### src/rtl/ws2812_encoder_if.sv
// Pixel stream interface for the WS2812 encoder.
//   pixel_data_in   : 24-bit GRB word, bit 23 transmitted first
//   pixel_valid_in  : pixel_data_in holds a word
//   pixel_ready_out : encoder can take a word this cycle
//   frame_end_in    : one-cycle pulse requesting a strip latch after queued pixels
// master = pixel source, slave = encoder.
interface ws2812_encoder_if;
    logic [23:0] pixel_data_in;
    logic        pixel_valid_in;
    logic        pixel_ready_out;
    logic        frame_end_in;

    modport master (
        output pixel_data_in,
        output pixel_valid_in,
        output frame_end_in,
        input  pixel_ready_out
    );

    modport slave (
        input  pixel_data_in,
        input  pixel_valid_in,
        input  frame_end_in,
        output pixel_ready_out
    );
endinterface

### src/rtl/ws2812_encoder.sv
// Single-wire NRZ encoder for WS2812-class LED strings.
// Ports:
//   clk_in   : system clock
//   rst_in   : synchronous reset, active-high
//   pix      : pixel stream (slave side of ws2812_encoder_if)
//   bit_out  : registered serial line to the strip
//   busy_out : registered, high while any pixel or latch work is outstanding
// One pixel shifts out while a second waits in a holding buffer, so a source can
// keep the line continuously busy. bit_out and busy_out are registered from the
// current state, so the line trails the internal state by one cycle.
module ws2812_encoder #(
    parameter int unsigned T0H     = 80,
    parameter int unsigned T1H     = 160,
    parameter int unsigned T_BIT   = 250,
    parameter int unsigned RST_CNT = 60000
) (
    input  logic              clk_in,
    input  logic              rst_in,
    ws2812_encoder_if.slave   pix,
    output logic              bit_out,
    output logic              busy_out
);

    localparam int unsigned CntW  = $clog2(T_BIT);
    localparam int unsigned LcntW = $clog2(RST_CNT + 1);

    localparam logic [CntW-1:0]  CntLast  = CntW'(T_BIT - 1);
    localparam logic [CntW-1:0]  HiOne    = CntW'(T1H);
    localparam logic [CntW-1:0]  HiZero   = CntW'(T0H);
    localparam logic [LcntW-1:0] LcntLast = LcntW'(RST_CNT - 1);

    typedef enum logic [1:0] {StIdle, StSend, StLatch} state_e;

    state_e            state_q, state_d;
    logic [23:0]       sh_q, sh_d;
    logic [23:0]       buf_q, buf_d;
    logic              sh_full_q, sh_full_d;
    logic              buf_full_q, buf_full_d;
    logic              flag_q, flag_d;
    logic [CntW-1:0]   cnt_q, cnt_d;
    logic [4:0]        idx_q, idx_d;
    logic [LcntW-1:0]  lcnt_q, lcnt_d;
    logic              bit_q, bit_d;
    logic              busy_q, busy_d;

    logic accept, direct, last_bit, latch_done, flag_now;

    // Ready depends only on registered state (and reset), never on valid.
    assign pix.pixel_ready_out = !buf_full_q && !rst_in;

    assign accept     = pix.pixel_valid_in && pix.pixel_ready_out;
    assign direct     = accept && (state_q == StIdle) && !sh_full_q;
    assign last_bit   = (cnt_q == CntLast) && (idx_q == 5'd0);
    assign latch_done = (lcnt_q == LcntLast);
    // A frame end arriving on the final bit cycle still latches without an extra idle cycle.
    assign flag_now   = flag_q || pix.frame_end_in;

    always_ff @(posedge clk_in) begin
        if (rst_in) state_q <= StIdle;
        else        state_q <= state_d;
    end

    always_comb begin
        state_d = state_q;
        unique case (state_q)
            StIdle: begin
                if (direct || buf_full_q) state_d = StSend;
                else if (flag_q)          state_d = StLatch;
            end
            StSend: begin
                if (last_bit && !buf_full_q) state_d = flag_now ? StLatch : StIdle;
            end
            StLatch: begin
                if (latch_done) state_d = buf_full_q ? StSend : StIdle;
            end
            default: state_d = StIdle;
        endcase
    end

    always_comb begin
        bit_d  = (state_q == StSend) && (cnt_q < (sh_q[23] ? HiOne : HiZero));
        busy_d = (state_q != StIdle) || sh_full_q || buf_full_q || flag_q;
    end

    always_comb begin
        sh_d       = sh_q;
        buf_d      = buf_q;
        sh_full_d  = sh_full_q;
        buf_full_d = buf_full_q;
        flag_d     = flag_q;
        cnt_d      = cnt_q;
        idx_d      = idx_q;
        lcnt_d     = lcnt_q;

        // Frame ends during a running latch are dropped; repeats before it merge.
        if (pix.frame_end_in && (state_q != StLatch)) flag_d = 1'b1;

        if (direct) begin
            sh_d      = pix.pixel_data_in;
            sh_full_d = 1'b1;
            cnt_d     = '0;
            idx_d     = 5'd23;
        end else if (accept) begin
            buf_d      = pix.pixel_data_in;
            buf_full_d = 1'b1;
        end

        // Buffer-to-shifter moves only happen while buffer is full, i.e. ready is low,
        // so they never collide with an accept above.
        unique case (state_q)
            StIdle: begin
                if (!direct && buf_full_q) begin
                    sh_d       = buf_q;
                    sh_full_d  = 1'b1;
                    buf_full_d = 1'b0;
                    cnt_d      = '0;
                    idx_d      = 5'd23;
                end
            end
            StSend: begin
                if (cnt_q == CntLast) begin
                    cnt_d = '0;
                    if (idx_q != 5'd0) begin
                        idx_d = idx_q - 5'd1;
                        sh_d  = {sh_q[22:0], 1'b0};
                    end else if (buf_full_q) begin
                        sh_d       = buf_q;
                        buf_full_d = 1'b0;
                        idx_d      = 5'd23;
                    end else begin
                        sh_full_d = 1'b0;
                    end
                end else begin
                    cnt_d = cnt_q + CntW'(1);
                end
            end
            StLatch: begin
                if (latch_done) begin
                    lcnt_d = '0;
                    flag_d = 1'b0;
                    if (buf_full_q) begin
                        sh_d       = buf_q;
                        sh_full_d  = 1'b1;
                        buf_full_d = 1'b0;
                        cnt_d      = '0;
                        idx_d      = 5'd23;
                    end
                end else begin
                    lcnt_d = lcnt_q + LcntW'(1);
                end
            end
            default: ;
        endcase
    end

    always_ff @(posedge clk_in) begin
        if (rst_in) begin
            sh_q       <= '0;
            buf_q      <= '0;
            sh_full_q  <= 1'b0;
            buf_full_q <= 1'b0;
            flag_q     <= 1'b0;
            cnt_q      <= '0;
            idx_q      <= '0;
            lcnt_q     <= '0;
            bit_q      <= 1'b0;
            busy_q     <= 1'b0;
        end else begin
            sh_q       <= sh_d;
            buf_q      <= buf_d;
            sh_full_q  <= sh_full_d;
            buf_full_q <= buf_full_d;
            flag_q     <= flag_d;
            cnt_q      <= cnt_d;
            idx_q      <= idx_d;
            lcnt_q     <= lcnt_d;
            bit_q      <= bit_d;
            busy_q     <= busy_d;
        end
    end

    assign bit_out  = bit_q;
    assign busy_out = busy_q;

endmodule

### src/flat_wrapper.sv
// flat-port wrapper written by rule: the top's interface ports become plain ports
module ws2812_encoder_flat 
#(
    parameter int unsigned T0H     = 80,
    parameter int unsigned T1H     = 160,
    parameter int unsigned T_BIT   = 250,
    parameter int unsigned RST_CNT = 60000
)
  (clk_in, rst_in, bit_out, busy_out, pix_pixel_data_in, pix_pixel_valid_in, pix_frame_end_in, pix_pixel_ready_out);
  ws2812_encoder_if pix_i ();
  input  logic clk_in;
  input  logic rst_in;
  output logic bit_out;
  output logic busy_out;
  input wire logic [$bits(pix_i.pixel_data_in)-1:0] pix_pixel_data_in;
  input wire logic [$bits(pix_i.pixel_valid_in)-1:0] pix_pixel_valid_in;
  input wire logic [$bits(pix_i.frame_end_in)-1:0] pix_frame_end_in;
  output wire logic [$bits(pix_i.pixel_ready_out)-1:0] pix_pixel_ready_out;
  assign pix_i.pixel_data_in = pix_pixel_data_in;
  assign pix_i.pixel_valid_in = pix_pixel_valid_in;
  assign pix_i.frame_end_in = pix_frame_end_in;
  assign pix_pixel_ready_out = pix_i.pixel_ready_out;
  ws2812_encoder #(.T0H(T0H), .T1H(T1H), .T_BIT(T_BIT), .RST_CNT(RST_CNT)) u_core (.clk_in(clk_in), .rst_in(rst_in), .pix(pix_i), .bit_out(bit_out), .busy_out(busy_out));
endmodule
### config.mk
export PLATFORM = sky130hd
export DESIGN_NAME = ws2812_encoder_flat
export DESIGN_NICKNAME = d
export VERILOG_FILES = /design/src/rtl/ws2812_encoder_if.sv /design/src/rtl/ws2812_encoder.sv /design/src/flat_wrapper.sv
export SDC_FILE = /design/constraint.sdc
export NUM_CORES = 1
export LEC_CHECK = 0
export BUFFER_PORTS_ARGS = -buffer_cell sky130_fd_sc_hd__buf_4
export CAP_MARGIN = 40
export CELL_PAD_IN_SITES_DETAIL_PLACEMENT = 1
export CELL_PAD_IN_SITES_GLOBAL_PLACEMENT = 2
export CORE_UTILIZATION = 39
export CTS_BUF_LIST = sky130_fd_sc_hd__clkbuf_16
export CTS_CLUSTER_DIAMETER = 120
export DETAILED_ROUTE_END_ITERATION = 8
export GPL_TIMING_DRIVEN = 0
export PLACE_DENSITY_LB_ADDON = 0.1
export SLEW_MARGIN = 25
export SYNTH_ARGS = -nofsm -noshare
export SYNTH_HDL_FRONTEND = slang
export SYNTH_SLANG_ARGS = --single-unit
### constraint.sdc
create_clock -name clk_in -period 5.26 [get_ports clk_in]
set_input_delay 0.526 -clock clk_in [delete_from_list [all_inputs] [get_ports clk_in]]
set_output_delay 0.526 -clock clk_in [all_outputs]
set_load 0.03 [all_outputs]
After elaboration in Yosys (flattened, before gate mapping)
Cells that the tools add are included.
{"block": "totals", "register_bits": 84, "latch_bits": 0, "ramBits": 0, "romBits": 0, "inputBits": 28, "memories": 0}
{"block": "op_classes", "addsub": 3, "n_mul": 0, "div": 0, "n_lt_le_gt_ge": 1, "eq_ne": 8, "shift": 0, "n_mux": 48, "bitwise_logic": 1, "reduce_logical": 24}
{"operator": "two-way mux 24 bit", "n": 6}
{"operator": "case mux 24 bit (3 select lines)", "n": 1}
{"operator": "two-way mux 8 bit", "n": 6}
{"operator": "two-way mux 5 bit", "n": 6}
{"operator": "case mux 8 bit (3 select lines)", "n": 1}
{"operator": "two-way mux 1 bit", "n": 18}
{"operator": "adder 16 x 1 -> 16 bit (second input constant)", "n": 1}
{"operator": "== test 16 bit (second input constant)", "n": 1}
{"operator": "two-way mux 16 bit", "n": 1}
{"operator": "case mux 5 bit (3 select lines)", "n": 1}
{"operator": "two-way mux 2 bit", "n": 5}
{"operator": "logical AND 1 bit", "n": 9}
{"operator": "adder 8 x 1 -> 8 bit (second input constant)", "n": 1}
{"operator": "== test 8 bit (second input constant)", "n": 1}
{"operator": "< comparator 8 bit", "n": 1}
{"operator": "case mux 1 bit (3 select lines)", "n": 2}
{"operator": "case mux 2 bit (3 select lines)", "n": 1}
{"operator": "logical NOT 5 bit", "n": 1}
{"operator": "logical OR 1 bit", "n": 5}
{"operator": "nonzero test 5 bit", "n": 1}
{"operator": "subtractor 5 x 1 -> 5 bit (second input constant)", "n": 1}
{"operator": "logical NOT 1 bit", "n": 4}
{"operator": "!= test 2 x 1 -> 1 bit (second input constant)", "n": 2}
{"operator": "!= test 3 x 2 -> 1 bit (second input constant)", "n": 1}
{"operator": "8 further kinds", "n": 8}

Depth between registers and ports, before layout
{"block": "depth", "depth_word": 10, "depth_mapped": 8, "depth_no_buf": 7}

Worst setup path after synthesis
Ideal clock, no wire load.
{"block": "synth_path", "path_type": "reg-to-reg", "startpoint": "register u_core.idx_q[0]", "endpoint": "register u_core.sh_q[14]", "setup_time_ps": 70, "t_arrival_ps": 2221, "required_time_ps": 5190, "setup_slack_ps": 2969, "path_stages_with_launch": 9, "n_path_buf": 1, "cell_sequence": "dfxtp_1 > inv_1 > ha_1 > or4b_2 > or4_1 > a22oi_2 > buf_4 > o211ai_1 > a21oi_1"}
{"block": "synth_between", "elab_chain_cells": 4}
{"item": "from (decl)", "line": "ws2812_encoder.sv:41", "source": "logic [4:0] idx_q, idx_d;"}
{"item": "from (signal assigned)", "line": "ws2812_encoder.sv:175", "source": "idx_q <= idx_d;"}
{"item": "nonzero test 5 bit", "line": "ws2812_encoder.sv:123", "source": "if (idx_q != 5'd0) begin"}
{"item": "two-way mux 24 bit", "line": "ws2812_encoder.sv:123"}
{"item": "two-way mux 24 bit", "line": "ws2812_encoder.sv:121", "source": "if (cnt_q == CntLast) begin"}
{"item": "case mux 24 bit (3 select lines)", "line": "ws2812_encoder.sv:110", "source": "unique case (state_q)"}
{"item": "to (signal assigned)", "line": "ws2812_encoder.sv:158", "source": "sh_q <= '0;"}
{"item": "to (signal assigned)", "line": "ws2812_encoder.sv:169", "source": "sh_q <= sh_d;"}
{"item": "to (decl)", "line": "ws2812_encoder.sv:35", "source": "logic [23:0] sh_q, sh_d;"}
Every way passes these cells.
A chain may end at the register's enable or synchronous reset.

Final worst setup path
{"block": "layout_path", "startpoint": "register u_core.state_q[1]", "endpoint": "register u_core.sh_q[5]"}
{"block": "layout_between", "elab_chain_cells": 8, "elab_cells_between_ends": 14, "cone_classes": "eq/ne (2); mux (7); reduce/logical (5)"}
{"item": "from (decl)", "line": "ws2812_encoder.sv:34", "source": "state_e state_q, state_d;"}
{"item": "from (signal assigned)", "line": "ws2812_encoder.sv:59", "source": "if (rst_in) state_q <= StIdle;"}
{"item": "from (signal assigned)", "line": "ws2812_encoder.sv:60", "source": "else state_q <= state_d;"}
{"item": "logical NOT 2 bit", "line": "ws2812_encoder.sv:52, ws2812_encoder.sv:110"}
{"item": "logical AND 1 bit (2 in series)", "line": "ws2812_encoder.sv:52", "source": "assign direct = accept && (state_q == StIdle) && !sh_full_q;"}
{"item": "two-way mux 24 bit", "line": "ws2812_encoder.sv:98", "source": "if (direct) begin"}
{"item": "two-way mux 24 bit", "line": "ws2812_encoder.sv:126, ws2812_encoder.sv:141"}
{"item": "two-way mux 24 bit", "line": "ws2812_encoder.sv:123"}
{"item": "two-way mux 24 bit", "line": "ws2812_encoder.sv:121"}
{"item": "case mux 24 bit (3 select lines) (*)", "line": "ws2812_encoder.sv:110"}
Every way passes the cells marked *; elsewhere a longest branch is shown, timed or not.

==> impl_metrics.toml <==
[logic_synthesis]
synth_area_per_cell_um2 = 8.32
synth_compound_area_share_pct = 25.6
synth_warnings = 0
ys_seq_area_share_pct = 38.7
synthFlopType = "dfxtp_1"
netlist_top_cells_area = "dfxtp_1 (39%), a21oi_1 (8.0%), nand2_1 (5.7%)"
syn_inst = 522
synth-xor-area-share_pct = 1.41
synth_top_cell_area_share_pct = 38.7
synth_top_cell_by_area = "dfxtp_1"
syn_area_um2 = 4340
ys_ff_latch = 84
synthAdderAreaFrac_pct = 2.02
synth_fp_nets = 557
synth-simple-area-share_pct = 21.6
ys_types = 57
synth-async-reset-ratio_pct = 0
synth_mux_area_share_pct = 5.94
synth_edf_count = 0
synth_top_family_by_area = "compound AO/OA/AOI/OAI gates"

[worst_setup_path]
worstSetupStartpoint = "u_core.state_q[1]"
worstPathMaxFanout = 10
r2r-start = "u_core.state_q[1]"
crit_type = "reg2reg"
cp_data_arrival_time_ps = 2990
worst_setup_path_end_kind = "flop"
start_kind = "flop"
required_ps = 5460

[pwr]
peakVddDrop_v = 0.000146
power_density_nw_per_um2 = 378
p_leak_nw = 1.71

[die]
num_io_pins = 31
fp.dieArea_um2 = 11600
coreArea_um2 = 10800
die_w_um = 108
floorplan.initialDensity_pct = 40.1
rows = 38
die_y_um = 108

[place]
dp.cells = 693
gp_congestion = 0.822
io_buffers = 30
hpwl_um = 9390

[timing]
hold_viol = 0
finalSetupViolations = 0
fin_skew_ps = 6.02
fin_crit_ps = 2790
fmax_ghz = 0.358
rsz0062_at_grt = "no"
worst_pin_slew_ps = 793
min_period_over_period_pct = 53.0
relSlewSlack_pct = 46.8
setup_tns_ps = 0
maxSlewViolCount = 0

[global_routing]
grt_start_max_net_pins = 13
grt_pass1_vias = 4167
grt_pass1_wl_um = 22000
grt_use_total_pct = 25.0
antenna_found_initial = 0
grt_overflow = 0

[clocking]
cts-resized-gates = 0
numCtsBuffers = 9
clock_path_buffers = 2
hold_buffers = 0
htree_levels = 3
cts_tree = "built"
cts.reportedPaths.clkPinSlew_ps = 60
clock_sink_count = 84
cts_setup_buffers = 0
clk_latency_ps = 350
cts_root_buf = "clkbuf_16"

[detailed_routing]
drt_wl_total_um = 13300
post_drt_wl_per_cell_um = 18.7
drc = 0
ant_nets = 0
viasPerCell = 5.76
vias = 4082
first_iter_violations = 171
drt_pass1_iterations = 4

[cells_and_area]
syn2layout_area_growth_pct = 15.8
seq_area_um2 = 1680
diodes = 0
layout-drive-gt1-share_pct = 13.9
stdcell_count = 709
final_nets = 600
n_fill_cell = 1333
multiInputGateArea_um2 = 2460

[min_path]
worstHoldStart = "pix_pixel_data_in[13]"
hp-class = "in2reg"

[flow_run]
maxCapViolations = 0

[run_status]
status = "finished clean"
## metrics by stage
step                      worst slack, ps  total power [mW]  util, %  area (um^2)  hold WS [ps]
after floorplan                      2970              1.12        -         4340           431
after global placement               2540              1.26     43.7         4740           438
after detailed placement             2520              1.28     43.8         4750           443
after CTS                            2480              1.90     46.3         5020           425
after global routing                 2230              2.00     46.4         5030           437
final                                2470              1.90     46.4         5030           434
## layer usage
layer  share of wire [%]  track usage (%)  vias up  wire length, um
li1                    -                -     1999                -
met1                  49             33.6     2007             6490
met2                  46             40.1       56             6130
met3                 2.9             3.51       20              390
met4                 1.9             9.69        0              252
met5                   0                0        -                0
## placed cells by master (no fill, tap or decap), types with 10 or more instances in the layout
cell and instances:
nor2_1 22, buf_4 32, a22oi_1 23, a21oi_1 69
clkbuf_1 34, o211ai_1 25, inv_1 10, nand3_1 14
dfxtp_1 84, nand2b_1 34, nand2_1 66, mux2_2 22
o21ai_0 17
## worst max-delay path, stage by stage, from the launching register on
cell and delay, ps:
dfxtp_1 290, clkbuf_1 190, nor4_1 730, nand2_1 390, clkbuf_1 400, mux2_2 390, o211ai_1 170, a21oi_1 80
## path summary, 6_finish.rpt
path / to / slack (ps) / cells after the start
setup / recovery: u_core.sh_q[5] / 2470 / 7
setup reg to reg: u_core.sh_q[5] / 2470 / 7
hold reg to reg: u_core.buf_q[13] / 450 / 2
hold / removal: u_core.buf_q[13] / 430 / 3
## registers in the layout, summed over array words and instances (netlist names)
| register | count |
|---|---|
| u_core.buf_q | 24 |
| u_core.sh_q | 24 |
| u_core.bit_out | 1 |
| u_core.buf_full_q | 1 |
| u_core.state_q | 2 |
| u_core.idx_q | 5 |
| u_core.sh_full_q | 1 |
| u_core.lcnt_q | 16 |
| u_core.cnt_q | 8 |
| u_core.flag_q | 1 |
| u_core.busy_out | 1 |
## cell families after synthesis
family | Yosys count
and+or+nand+nor | 182
AOI/OAI and AO/OA | 173
DFF | 84
buffers and inverters | 46
muxes | 23
xor gates and xnor gates | 7
adders and majority gates | 7
## area by class of cell
| class | instances | share of cell area (%) |
|---|---|---|
| plain buffers | 39 | 3.51 |
| clock buffers | 9 | 4.48 |
| clock inverters | 6 | 0.996 |
| inverters | 7 | 0.523 |
| multi-input cells | 392 | 48.9 |
| flip-flops and latches | 84 | 33.4 |
| well taps | 140 | 3.48 |
| repair buffers | 32 | 4.68 |
## synth_stat cells (all sizes together), types with 5 or more instances
cell and n:
a22oi 24, or3 5, o21ai 18, nand2 66, a31oi 8, dfxtp 84, nor3 7, a311oi 6
o211ai 25, ha 7, clkbuf 34, mux2 22, inv 7, a21oi 69, nor2 22, nand3 14
or4 7, nand2b 34, buf 5
## report_power, final
group          total [mW]  internal, mW  switching [mW]
clock               0.621         0.358           0.263
sequential          0.755         0.708          0.0468
combinational       0.524         0.210           0.314
(Power assumes the default switching activity.)
